**src/rtl/sd_data_serial_card.sv**
```systemverilog
// sd_data_serial_card: card-side engine for the SD 4-bit DAT bus.
// Write: receive one block, check the per-line CRC16, return the CRC status token, hold busy.
// Read: send one block with start bit, data, per-line CRC16 and end bit.
// Optional build macro SD_CARD_RX_TIMEOUT_EN: abandon a write whose start bit never arrives.

`ifndef SD_BUS_W
`define SD_BUS_W 4
`endif

module sd_data_serial_card #(
    parameter int unsigned BLKSIZE     = 512,
    parameter int unsigned BUSY_CYCLES = 8
) (
    input  logic                 sd_clk,
    input  logic                 rst,
    input  logic [`SD_BUS_W-1:0] DAT_dat_i,
    output logic [`SD_BUS_W-1:0] DAT_dat_o,
    output logic                 DAT_oe_o,
    input  logic                 start_rd,
    input  logic                 start_wr,
    input  logic [31:0]          tx_data,
    output logic                 tx_rd,
    output logic [31:0]          rx_data,
    output logic                 rx_we,
    output logic                 busy_n,
    output logic                 blk_done,
    output logic                 crc_err
);

    localparam int unsigned W         = `SD_BUS_W;
    localparam logic [15:0] LAST_NIB  = 16'(2 * BLKSIZE - 1);
    localparam logic [15:0] LAST_BUSY = 16'(BUSY_CYCLES - 1);

    typedef enum logic [3:0] {
        StIdle,
        StTxPre,
        StTxStart,
        StTxData,
        StTxCrc,
        StTxEnd,
        StRxWait,
        StRxData,
        StRxCrc,
        StRxEnd,
        StRxStat,
        StRxBusy
    } state_e;

    state_e              state_q, state_d;
    logic [15:0]         cnt_q, cnt_d;
    logic [31:0]         tx_sr_q, tx_sr_d;
    logic [31:0]         rx_sr_q, rx_sr_d;
    logic [W-1:0][15:0]  crc_q, crc_d;
    logic [31:0]         rx_data_q, rx_data_d;
    logic                rx_we_q, rx_we_d;
    logic                crc_err_q, crc_err_d;
    logic                blk_done_q, blk_done_d;
    logic [W-1:0]        dat_out;
    logic                oe_out;
    logic                tx_rd_out;
`ifdef SD_CARD_RX_TIMEOUT_EN
    logic [15:0]         tmo_q, tmo_d;
`endif

    // Serial CRC16 (x^16+x^12+x^5+1), one data bit in, MSB first.
    function automatic logic [15:0] crc16_next(input logic [15:0] crc, input logic bit_in);
        logic fb;
        fb = crc[15] ^ bit_in;
        return {crc[14:0], 1'b0} ^ (fb ? 16'h1021 : 16'h0000);
    endfunction

    // Next-state, datapath and line outputs.
    always_comb begin
        state_d   = state_q;
        cnt_d     = cnt_q;
        tx_sr_d   = tx_sr_q;
        rx_sr_d   = rx_sr_q;
        crc_d     = crc_q;
        rx_data_d = rx_data_q;
        rx_we_d   = 1'b0;
        crc_err_d = crc_err_q;
        dat_out   = '1;
        oe_out    = 1'b0;
        tx_rd_out = 1'b0;
`ifdef SD_CARD_RX_TIMEOUT_EN
        tmo_d     = tmo_q;
`endif
        unique case (state_q)
            StIdle: begin
                // Read wins a simultaneous start; the write request is dropped.
                if (start_rd) begin
                    state_d   = StTxPre;
                    crc_err_d = 1'b0;
                end else if (start_wr) begin
                    state_d   = StRxWait;
                    crc_err_d = 1'b0;
`ifdef SD_CARD_RX_TIMEOUT_EN
                    tmo_d     = 16'd0;
`endif
                end
            end
            StTxPre: begin
                oe_out    = 1'b1;
                tx_rd_out = 1'b1;
                state_d   = StTxStart;
            end
            StTxStart: begin
                oe_out  = 1'b1;
                dat_out = '0;
                tx_sr_d = tx_data;
                cnt_d   = 16'd0;
                crc_d   = '0;
                state_d = StTxData;
            end
            StTxData: begin
                oe_out  = 1'b1;
                dat_out = tx_sr_q[31 -: W];
                for (int i = 0; i < W; i++) begin
                    crc_d[i] = crc16_next(crc_q[i], tx_sr_q[32-W+i]);
                end
                // Last nibble of a word: the next word arrives on this edge, no gap.
                if (cnt_q[2:0] == 3'd7) begin
                    tx_sr_d   = tx_data;
                    tx_rd_out = (cnt_q != LAST_NIB);
                end else begin
                    tx_sr_d = {tx_sr_q[31-W:0], {W{1'b0}}};
                end
                if (cnt_q == LAST_NIB) begin
                    cnt_d   = 16'd0;
                    state_d = StTxCrc;
                end else begin
                    cnt_d = cnt_q + 16'd1;
                end
            end
            StTxCrc: begin
                oe_out = 1'b1;
                for (int i = 0; i < W; i++) begin
                    dat_out[i] = crc_q[i][15];
                    crc_d[i]   = {crc_q[i][14:0], 1'b0};
                end
                if (cnt_q == 16'd15) begin
                    cnt_d   = 16'd0;
                    state_d = StTxEnd;
                end else begin
                    cnt_d = cnt_q + 16'd1;
                end
            end
            StTxEnd: begin
                oe_out  = 1'b1;
                state_d = StIdle;
            end
            StRxWait: begin
                // The start-bit cycle itself carries no data.
                if (DAT_dat_i == '0) begin
                    state_d = StRxData;
                    cnt_d   = 16'd0;
                    crc_d   = '0;
                end
`ifdef SD_CARD_RX_TIMEOUT_EN
                else if (tmo_q == 16'hFFFE) begin
                    state_d   = StIdle;
                    crc_err_d = 1'b1;
                end else begin
                    tmo_d = tmo_q + 16'd1;
                end
`endif
            end
            StRxData: begin
                rx_sr_d = {rx_sr_q[31-W:0], DAT_dat_i};
                for (int i = 0; i < W; i++) begin
                    crc_d[i] = crc16_next(crc_q[i], DAT_dat_i[i]);
                end
                if (cnt_q[2:0] == 3'd7) begin
                    rx_data_d = {rx_sr_q[31-W:0], DAT_dat_i};
                    rx_we_d   = 1'b1;
                end
                if (cnt_q == LAST_NIB) begin
                    cnt_d   = 16'd0;
                    state_d = StRxCrc;
                end else begin
                    cnt_d = cnt_q + 16'd1;
                end
            end
            StRxCrc: begin
                for (int i = 0; i < W; i++) begin
                    if (DAT_dat_i[i] != crc_q[i][15]) begin
                        crc_err_d = 1'b1;
                    end
                    crc_d[i] = {crc_q[i][14:0], 1'b0};
                end
                if (cnt_q == 16'd15) begin
                    cnt_d   = 16'd0;
                    state_d = StRxEnd;
                end else begin
                    cnt_d = cnt_q + 16'd1;
                end
            end
            StRxEnd: begin
                if (DAT_dat_i != '1) begin
                    crc_err_d = 1'b1;
                end
                cnt_d   = 16'd0;
                state_d = StRxStat;
            end
            StRxStat: begin
                // Two turnaround cycles, then 0,s2,s1,s0,1 on DAT0 (010 ok, 101 error).
                if (cnt_q >= 16'd2) begin
                    oe_out = 1'b1;
                    case (cnt_q[2:0])
                        3'd2:    dat_out[0] = 1'b0;
                        3'd3:    dat_out[0] = crc_err_q;
                        3'd4:    dat_out[0] = ~crc_err_q;
                        3'd5:    dat_out[0] = crc_err_q;
                        default: dat_out[0] = 1'b1;
                    endcase
                end
                if (cnt_q == 16'd6) begin
                    cnt_d   = 16'd0;
                    state_d = StRxBusy;
                end else begin
                    cnt_d = cnt_q + 16'd1;
                end
            end
            StRxBusy: begin
                oe_out     = 1'b1;
                dat_out[0] = 1'b0;
                if (cnt_q == LAST_BUSY) begin
                    cnt_d   = 16'd0;
                    state_d = StIdle;
                end else begin
                    cnt_d = cnt_q + 16'd1;
                end
            end
            default: begin
                state_d = StIdle;
            end
        endcase
    end

    // blk_done marks the first IDLE cycle after any transfer.
    always_comb begin
        blk_done_d = (state_q != StIdle) && (state_d == StIdle);
    end

    // State and datapath registers; reset aborts any transfer at once.
    always_ff @(posedge sd_clk or posedge rst) begin
        if (rst) begin
            state_q    <= StIdle;
            cnt_q      <= 16'd0;
            tx_sr_q    <= 32'd0;
            rx_sr_q    <= 32'd0;
            crc_q      <= '0;
            rx_data_q  <= 32'd0;
            rx_we_q    <= 1'b0;
            crc_err_q  <= 1'b0;
            blk_done_q <= 1'b0;
        end else begin
            state_q    <= state_d;
            cnt_q      <= cnt_d;
            tx_sr_q    <= tx_sr_d;
            rx_sr_q    <= rx_sr_d;
            crc_q      <= crc_d;
            rx_data_q  <= rx_data_d;
            rx_we_q    <= rx_we_d;
            crc_err_q  <= crc_err_d;
            blk_done_q <= blk_done_d;
        end
    end

`ifdef SD_CARD_RX_TIMEOUT_EN
    // Start-bit wait counter.
    always_ff @(posedge sd_clk or posedge rst) begin
        if (rst) begin
            tmo_q <= 16'd0;
        end else begin
            tmo_q <= tmo_d;
        end
    end
`endif

    assign DAT_dat_o = dat_out;
    assign DAT_oe_o  = oe_out;
    assign tx_rd     = tx_rd_out;
    assign rx_data   = rx_data_q;
    assign rx_we     = rx_we_q;
    assign busy_n    = (state_q == StIdle);
    assign blk_done  = blk_done_q;
    assign crc_err   = crc_err_q;

endmodule

```
**config.mk**
```make
export PLATFORM = sky130hd
export DESIGN_NAME = sd_data_serial_card
export DESIGN_NICKNAME = d
export VERILOG_FILES = /design/src/rtl/sd_data_serial_card.sv
export SDC_FILE = /design/constraint.sdc
export NUM_CORES = 1
export LEC_CHECK = 0
export CELL_PAD_IN_SITES_DETAIL_PLACEMENT = 1
export CELL_PAD_IN_SITES_GLOBAL_PLACEMENT = 2
export CORE_MARGIN = 2
export CORE_UTILIZATION = 36
export CTS_CLUSTER_DIAMETER = 40
export CTS_CLUSTER_SIZE = 16
export DETAILED_ROUTE_END_ITERATION = 7
export DONT_BUFFER_PORTS = 1
export MAX_ROUTING_LAYER = met4
export PLACE_DENSITY = 0.67
export SYNTH_ARGS = -nofsm -noshare
export SYNTH_HDL_FRONTEND = slang
export SYNTH_SLANG_ARGS = --single-unit
```
**constraint.sdc**
```tcl
create_clock -name sd_clk -period 7.6 [get_ports sd_clk]
set_clock_uncertainty 0.1 [all_clocks]
set_input_delay 0.76 -clock sd_clk [delete_from_list [all_inputs] [get_ports sd_clk]]
set_output_delay 0.76 -clock sd_clk [all_outputs]
set_load 0.03 [all_outputs]
```
==> metrics.txt <==
Area growth syn-to-layout=9.87%; Crit path largest cell delay=0.91 ns; Synth Area in Compound Gates=16.8%; Worst Hold Launch=DAT_dat_i[1]; via count of the first global-routing pass=5,903; Seq/Total Area, Yosys=55.0%; crit-path leading delay family=compound AO/OA/AOI/OAI gates; Synth Register Bits=179; Synth area leaders=dfrtp_1 (55%), a22o_1 (5.9%), nand2_1 (5.7%); Synth Cell Area=8150 µm²; period utilization=46.6%; multiplexer share of the synthesized area=8.47%; CP Launch Point=cnt_q[0]$_DFFE_PP0P_; fillers=2,470; Final #Nets=782; Worst setup EP type=output pin; CTS buffer count=17; HPWL after DPL=12.8 mm; count of max-cap constraint violations=0; Core ar.=22,400 µm²; I/O Buffers=0; Adder-Cell Fraction of Synth Area=0.921%; Initial DRT Pass Iterations=5; Most used DFF post-synth=dfrtp_1; asr flop ratio synth=100%; largest net degree at the start of global routing=120; Setup TNS Final=0 ns; Critical Path RT=6.74 ns; EDFF count, synth=0; Die Ht=154 µm; category of the most critical setup path=reg -> out; Buf/Inv on CP=0; Synth area leader=dfrtp_1; post-synth cell types=68; Gate Count Post-Synth=765; run status=finished clean; RSZ-0062 raised after global routing=no; main combinational cell family by area after synthesis=compound AO/OA/AOI/OAI gates; Final GP Congestion=0.841; Max Clk Rate=282 MHz; Mapped Nets=811; Hold Crit Depth=2; final hold viol count=0; worst-case clock buffer depth=2; Die Span X=154 µm; vias per cell=5.49; H-tree levels=4; # diodes=0; # hold bufs at CTS=0; Reg clk slew, reported paths=0.08 ns; Cell Count, Final, Fillers Out=1,034; share of layout cells above drive strength 1=11.5%; critical path's slowest cell=a2111oi_2; initial antenna violation count=0; DRT iter0 DRCs=270; PD cells=430 nW/µm²; Register Area=4480 µm²; Leak=4.02 nW; r2r endpoint=crc_q[1]$_DFFE_PP0P_; final setup vio count=0; grt ovf=0; sequence of cells on the critical path=ha_1, nand4_1, nor3_1, nand4_1, nand2_1, a2111oi_2; Post-Synth XOR/XNOR Area=0.860%; startpoint types=flip-flop; post-CTS sizing=0; worst r2r path cells=5; Clock Sinks=179; WP data arrival=2.69 ns; Simple-Gate Fraction of Synth Area=14.2%; Routed WL=20.0 mm; DRC errors left=0; later-pin clock latency in the skew report=0.44 ns; Top Ports=82; peak supply drop=0.000168 V; Slew @ Worst Pin=1.18 ns; Worst Hold End=rx_sr_q[1]$_DFFE_PP0P_; flop2flop setup slack=4.44 ns; Max-slew headroom=21.0%; Initial Utilization=36.3%; hold crit path type=in -> reg; CTS Root Cell=clkbuf_16; Final min period=3.55 ns; TritonCTS clock tree=built; die area=23,900 µm²; first-pass GRT wire length=32.7 mm; critical path's most frequent cell=nand4_1; Ys Warns=0; Avg WL per Cell=19.3 µm; Post CTS Setup Buffer Count=0; max-slew violations=0; Avg Cell Area, Syn=10.7 µm²; Total GRT Usage=17.8%; Site Rows=55; placed cells=1,002; highest net fanout along the worst path=7; r2r startpoint=state_q[3]$_DFF_PP0_; Vias=5,678; multi-input gate area in the final layout=3380 µm²; DRT antenna net count=0; Yosys top cell area share=55.0%
[per-stage QoR]
stage	setup WS, ns	cell area [µm²]	utilization [%]	hold slack, ns	total power [mW]
after CTS	3.98	8950	39.9	0.312	3.90
final	4.05	8950	39.9	0.333	3.85
after global placement	4.55	8330	37.1	0.359	2.91
after floorplan	1.88	8150	-	0.342	2.64
after global routing	3.89	8950	39.9	0.310	4.13
after detailed placement	4.47	8330	37.1	0.375	2.98
[flip-flops by register name, summed over array words and instances (netlist names)]
name,cells
crc_q,64
rx_data,32
crc_err,1
state_q,4
tx_sr_q,32
cnt_q,16
rx_sr_q,28
rx_we,1
blk_done,1
[kinds of logic (layout without fill, tap and decap cells)]
logic type,count (synthesis),in the layout
compound gates,193,193
xor+xnor,8,8
fa+ha+maj,6,6
buf+inv,71,55
flops,179,179
mux,65,65
simple gates,243,243
[cell usage in the layout (no fill, tap or decap), drive strengths merged, types with 4 or more instances in the layout]
master	synthesis	final
a21oi	43	43
a221o	8	8
a22o	55	55
a22oi	4	4
a31oi	5	5
and4	4	4
buf	23	7
clkbuf	32	17
clkinv	1	8
dfrtp	179	179
ha	6	6
inv	15	22
mux2	32	32
mux2i	33	33
nand2	123	123
nand3	5	5
nand4	7	7
nor2	54	54
nor2b	7	7
nor3	7	7
nor4	7	7
o211ai	4	4
o21ai	34	34
o221ai	6	6
o22ai	9	9
or3	6	6
xnor2	5	5
[report_power, final]
| part | internal [mW] | switching, mW | total (mW) |
|---|---|---|---|
| Clock | 0.453 | 0.455 | 0.909 |
| Sequential | 1.28 | 0.350 | 1.63 |
| Combinational | 0.483 | 0.828 | 1.31 |
[routing by layer]
metal / global-route usage [%] / vias to the layer above / share of wire, %
met4: 4.67 / 0 / 0.88
li1: - / 2670 / -
met2: 27.9 / 86 / 48
met5: - / - / 0
met1: 23.5 / 2906 / 48
met3: 4.01 / 16 / 3.3
[cell usage after synthesis, types with 7 or more instances]
master / n
mux2i_1: 33
inv_1: 15
nand2_1: 123
a221o_1: 8
o21ai_0: 33
mux2_2: 32
nor3_1: 7
a21oi_1: 42
nand4_1: 7
clkbuf_1: 31
nor2b_1: 7
dfrtp_1: 179
buf_2: 11
a22o_1: 55
nor2_1: 53
buf_4: 8
o22ai_1: 8
[how the worst max path moves through the flow]
| stage | to | cells past startpoint |
|---|---|---|
| 5_1_grt | tx_rd | 6 |
| 2_1_floorplan | blk_done$_DFF_PP0_ | 1 |
| 3_5_place_dp | tx_rd | 6 |
| 3_3_place_gp | tx_rd | 6 |
| 6_report | tx_rd | 6 |
| 4_1_cts | tx_rd | 6 |
[final cells by class]
cell class,count,share of cell area [%]
inverter,16,0.727
clock buffer,17,4.75
multi-input combinational,515,37.7
sequential,179,50.0
timing repair buffer,7,0.587
clock inverter,15,2.21
tap,285,3.98
No activity file was read; power rests on OpenSTA's default activity.
